## src/rtl/riscv_pkg.sv

```systemverilog
// Shared RISC-V core definitions: data width and the read-owner encoding used
// by the data-memory arbiter.
package riscv_pkg;

  localparam int XLEN = 32;

  typedef enum logic [1:0] {
    OWN_NONE = 2'd0,
    OWN_CORE = 2'd1,
    OWN_DBG  = 2'd2
  } owner_e;

endpackage

```

## src/rtl/dmem_arbiter.sv

```systemverilog
// Data-memory arbiter between the core load/store port and the debug read port.
// Define DMEM_ARB_STARVE_EN to add the debug anti-starvation wait counter.
module dmem_arbiter
  import riscv_pkg::*;
#(
  parameter int unsigned DBG_MAX_WAIT = 4
) (
  input  logic            clk_i,
  input  logic            rst_i,
  input  logic            core_req_i,
  input  logic            core_we_i,
  input  logic [XLEN-1:0] core_addr_i,
  input  logic [XLEN-1:0] core_wdata_i,
  output logic            core_gnt_o,
  output logic            core_rvalid_o,
  output logic [XLEN-1:0] core_rdata_o,
  input  logic            dbg_req_i,
  input  logic [XLEN-1:0] dbg_addr_i,
  output logic            dbg_gnt_o,
  output logic            dbg_rvalid_o,
  output logic [XLEN-1:0] dbg_rdata_o,
  output logic            mem_req_o,
  output logic            mem_we_o,
  output logic [XLEN-1:0] mem_addr_o,
  output logic [XLEN-1:0] mem_wdata_o,
  input  logic [XLEN-1:0] mem_rdata_i
);

  // Handshake: a requester holds req and its address/data stable until the
  // cycle its gnt is high; that cycle is the access, reads answer one cycle later.

  if (DBG_MAX_WAIT < 1 || DBG_MAX_WAIT > 15) begin : g_bad_cfg
    $error("dmem_arbiter: DBG_MAX_WAIT must be in 1..15");
  end

  owner_e owner_q;
  logic   force_dbg;

`ifdef DMEM_ARB_STARVE_EN
  localparam logic [3:0] MAX_WAIT = 4'(DBG_MAX_WAIT);
  logic [3:0] wait_q;

  assign force_dbg = dbg_req_i && (wait_q == MAX_WAIT);

  // Counts core grants that overtook a pending debug read.
  always_ff @(posedge clk_i) begin
    if (rst_i || !dbg_req_i || dbg_gnt_o) begin
      wait_q <= 4'd0;
    end else if (core_gnt_o && wait_q != MAX_WAIT) begin
      wait_q <= wait_q + 4'd1;
    end
  end
`else
  assign force_dbg = 1'b0;
`endif

  always_comb begin
    core_gnt_o = 1'b0;
    dbg_gnt_o  = 1'b0;
    if (!rst_i) begin
      if (dbg_req_i && (force_dbg || !core_req_i)) begin
        dbg_gnt_o = 1'b1;
      end else if (core_req_i) begin
        core_gnt_o = 1'b1;
      end
    end
  end

  always_comb begin
    mem_req_o   = 1'b0;
    mem_we_o    = 1'b0;
    mem_addr_o  = '0;
    mem_wdata_o = '0;
    if (core_gnt_o) begin
      mem_req_o   = 1'b1;
      mem_we_o    = core_we_i;
      mem_addr_o  = core_addr_i;
      mem_wdata_o = core_wdata_i;
    end else if (dbg_gnt_o) begin
      mem_req_o  = 1'b1;
      mem_addr_o = dbg_addr_i;
    end
  end

  // Owner of the read whose data arrives next cycle; writes leave it NONE.
  always_ff @(posedge clk_i) begin
    if (rst_i) begin
      owner_q <= OWN_NONE;
    end else if (core_gnt_o && !core_we_i) begin
      owner_q <= OWN_CORE;
    end else if (dbg_gnt_o) begin
      owner_q <= OWN_DBG;
    end else begin
      owner_q <= OWN_NONE;
    end
  end

  // Gating with rst_i drops a response that was in flight when reset rose.
  assign core_rvalid_o = !rst_i && (owner_q == OWN_CORE);
  assign dbg_rvalid_o  = !rst_i && (owner_q == OWN_DBG);
  assign core_rdata_o  = core_rvalid_o ? mem_rdata_i : '0;
  assign dbg_rdata_o   = dbg_rvalid_o  ? mem_rdata_i : '0;

endmodule
```

## config.mk

```make
export PLATFORM = sky130hd
export DESIGN_NAME = dmem_arbiter
export DESIGN_NICKNAME = d
export VERILOG_FILES = /design/src/rtl/riscv_pkg.sv /design/src/rtl/dmem_arbiter.sv
export SDC_FILE = /design/constraint.sdc
export NUM_CORES = 1
export LEC_CHECK = 0
export BUFFER_PORTS_ARGS = -buffer_cell sky130_fd_sc_hd__clkbuf_2
export CELL_PAD_IN_SITES_DETAIL_PLACEMENT = 0
export CELL_PAD_IN_SITES_GLOBAL_PLACEMENT = 2
export CORE_MARGIN = 5
export CORE_UTILIZATION = 10
export DETAILED_ROUTE_END_ITERATION = 10
export GPL_ROUTABILITY_DRIVEN = 0
export HOLD_SLACK_MARGIN = 0.06
export PLACE_DENSITY = 0.95
export SYNTH_ARGS = -nofsm -noshare
export SYNTH_HDL_FRONTEND = slang
export SYNTH_SLANG_ARGS = --single-unit
```

## constraint.sdc

```tcl
create_clock -name clk_i -period 1 [get_ports clk_i]
set_input_delay 0 -clock clk_i [delete_from_list [all_inputs] [get_ports clk_i]]
set_output_delay 0 -clock clk_i [all_outputs]
set_load 0.05 [all_outputs]
```

==> impl_results.md <==
* Outcome: finished with violations
* Failing checks: setup timing
* Area of the core at 11000 um^2
* Post-Syn Instances at 160
* RSZ-0062 raised after global routing: yes
* Filler cell count at 941
* Mapped Area at 1130 um^2
* Layout cell share with drive strength beyond 1 at 93.5%
* Chip Height at 116 um
* I/O pin count at 267
* CTS sink cnt at 2
* Antenna viol nets, final at 0
* HPWL Detailed at 7.48 mm
* CP endpoint kind: primary output
* Gr usage total at 12.4%
* Max_cap viols at 0
* Hold Path Class: in2reg
* Sequential-to-total area share from yosys stat at 3.54%
* Final WS setup at -0.339 ns
* CP Launch Type: register
* Final Hold Fails at 0
* LEAKAGE at 2.53 nW
* Yosys cell types at 12
* Fin area at 5100 um^2
* M3 GR Usage at 4.15%
* Crit-path max cell delay at 0.33 ns
* GRT overflow at 0
* Relative slew slack at 81.5%
* Total power at 2.81 mW
* Number of remaining DRC errors at 0
* Synth Area per Inst at 7.07 um^2
* Worst EP arrival at 1.34 ns
* Final wirelength at 9.90 mm
* Critical setup path kind: reg2out
* Die Wd at 116 um
* Routed wire per std cell at 17.3 um
* Fin crit period at 1.34 ns
* CTS Buf Count at 3
* Slowest CP cell: dfxtp_2
* Met1 Resource Use GR at 12.2%
* Root Driver: clkbuf_16
* PD cells at 552 nW/um^2
* Dpl ws at -0.224 ns
* Routed vias at 2345
* PortBufs at 266
* CTS tree: done
* Global-route wire length before repair at 13.2 mm
* Top reg by flops: owner_q
* Yosys reg bits at 2
* Max FFs per register at 2
* Rows at 38
* Fmax at 747 MHz
* H-tree levels at 1
* Synth-to-Final Area Change at 351%
* DRT Pass-1 Iters at 4
* Slew at the pin closest to its max-slew limit at 0.278 ns
* Synth warn at 0
* Initial antenna violation count at 0
* DR iter-0 viols at 45
* VDD IR max at 0.553 mV
* Vias in the first global route at 2525
* Layout Nets at 568
* Worst-path cell chain: nor3b_4 > buf_4 > buf_12 > and2_4 > clkbuf_16
* Met2 usage at 25.0%
* CP Data Required Time at 1.00 ns
* Crit-path max FO at 17
* GR peak layer: met2
* Area after DPL at 4300 um^2
* Fin. max-slew vios at 0
* Initial core utilization at 10.3%
* Die ar. at 13500 um^2
* Syn_nets at 293
* Maximum clock insertion buffer count at 2
* Largest registers: owner_q (2)
* Vias per cell at 4.09
* Finish-stage setup viols at 66
* ANT cells at 0
* Final period util at 134%
* Clk slew on worst S/H paths at 0.03 ns
* Largest net degree at the start of global routing at 36
[critical path, delay by kind of cell, from the launching register on]
family	cells	cell delay, ns
buf+inv	3	0.42
simple gates	2	0.35
flops	1	0.33
[Yosys cell counts]
cell type / number / area share (%)
a32o_1: 32 / 28
and2_1: 99 / 55
buf_2: 8 / 3.5
nor2_2: 1 / 0.55
nor2_1: 2 / 0.66
nor3b_2: 2 / 2.2
dfxtp_1: 2 / 3.5
clkbuf_1: 7 / 2.3
nor2b_2: 1 / 0.77
buf_6: 1 / 1.0
nor2b_1: 1 / 0.55
clkbuf_2: 4 / 1.8
[where the power goes]
part | internal [mW] | switching [mW] | total (mW)
logic | 1.05 | 1.09 | 2.14
clock network | 0.508 | 0.0826 | 0.591
registers | 0.0845 | 0.00307 | 0.0875
total | 1.64 | 1.18 | 2.81
[layout make-up]
class                      instances  area (um^2)  area share, %
multi-input combinational        138         1210           23.8
timing repair buffer             290         3590           70.5
sequential                         2         42.5          0.835
clock buffer                       3         75.1           1.47
tap                              140          175           3.44
[routing by layer]
metal / routed length, um / vias to the layer above / part of all wire [%]
met5: 0 / - / 0
met4: 87 / 0 / 0.88
met3: 1060 / 6 / 11
met2: 5450 / 151 / 55
met1: 3310 / 1071 / 33
li1: - / 1117 / -
[cells by family after synthesis]
| group | Yosys count | share of synthesized area (%) |
|---|---|---|
| buffers and inverters | 20 | 8.63 |
| and+or+nand+nor | 106 | 59.5 |
| DFF | 2 | 3.54 |
| AOI/OAI and AO/OA | 32 | 28.3 |
[placed cells by master, fill, tap and decap left out, types with 2 or more instances in the layout]
cell type / instances
buf_16: 2
and2_4: 48
a32o_2: 30
nor3b_4: 2
buf_8: 8
and2_2: 28
clkbuf_16: 23
dfxtp_2: 2
and2_1: 23
buf_12: 101
a32o_1: 2
clkbuf_4: 6
buf_4: 14
clkbuf_2: 131
buf_6: 7
[timing repair]
| action | in CTS | in global routing |
|---|---|---|
| hold buffers | 1 | 0 |
| setup buffers | 4 | 3 |
| resized for setup | 90 | 37 |
| setup endpoints to repair | 92 | 117 |
| hold endpoints to repair | 1 | 0 |
| gates cloned | 3 | 5 |
| pin swaps | 0 | 2 |
[path summary, 6_finish.rpt]
kind / start / to / slack [ns] / depth (start not counted)
worst max-delay path: owner_q[0] / core_rdata_o[29] / -0.34 / 5
worst min-delay path: core_req_i / owner_q[1] / 0.20 / 4
[per-stage QoR]
step | utilization [%] | std cells | hold slack, ns | setup TNS [ns]
CTS | 45.2 | 566 | 0.236 | -22.68
global placement | 39.2 | 555 | 0.194 | -9.05
floorplan | - | 160 | 0.0716 | -5.27
finish | 46.4 | 573 | 0.201 | -21.07
global route | 46.4 | 573 | 0.226 | -24.90
detailed placement | 39.2 | 555 | 0.205 | -10.96
(Power assumes the default switching activity.)
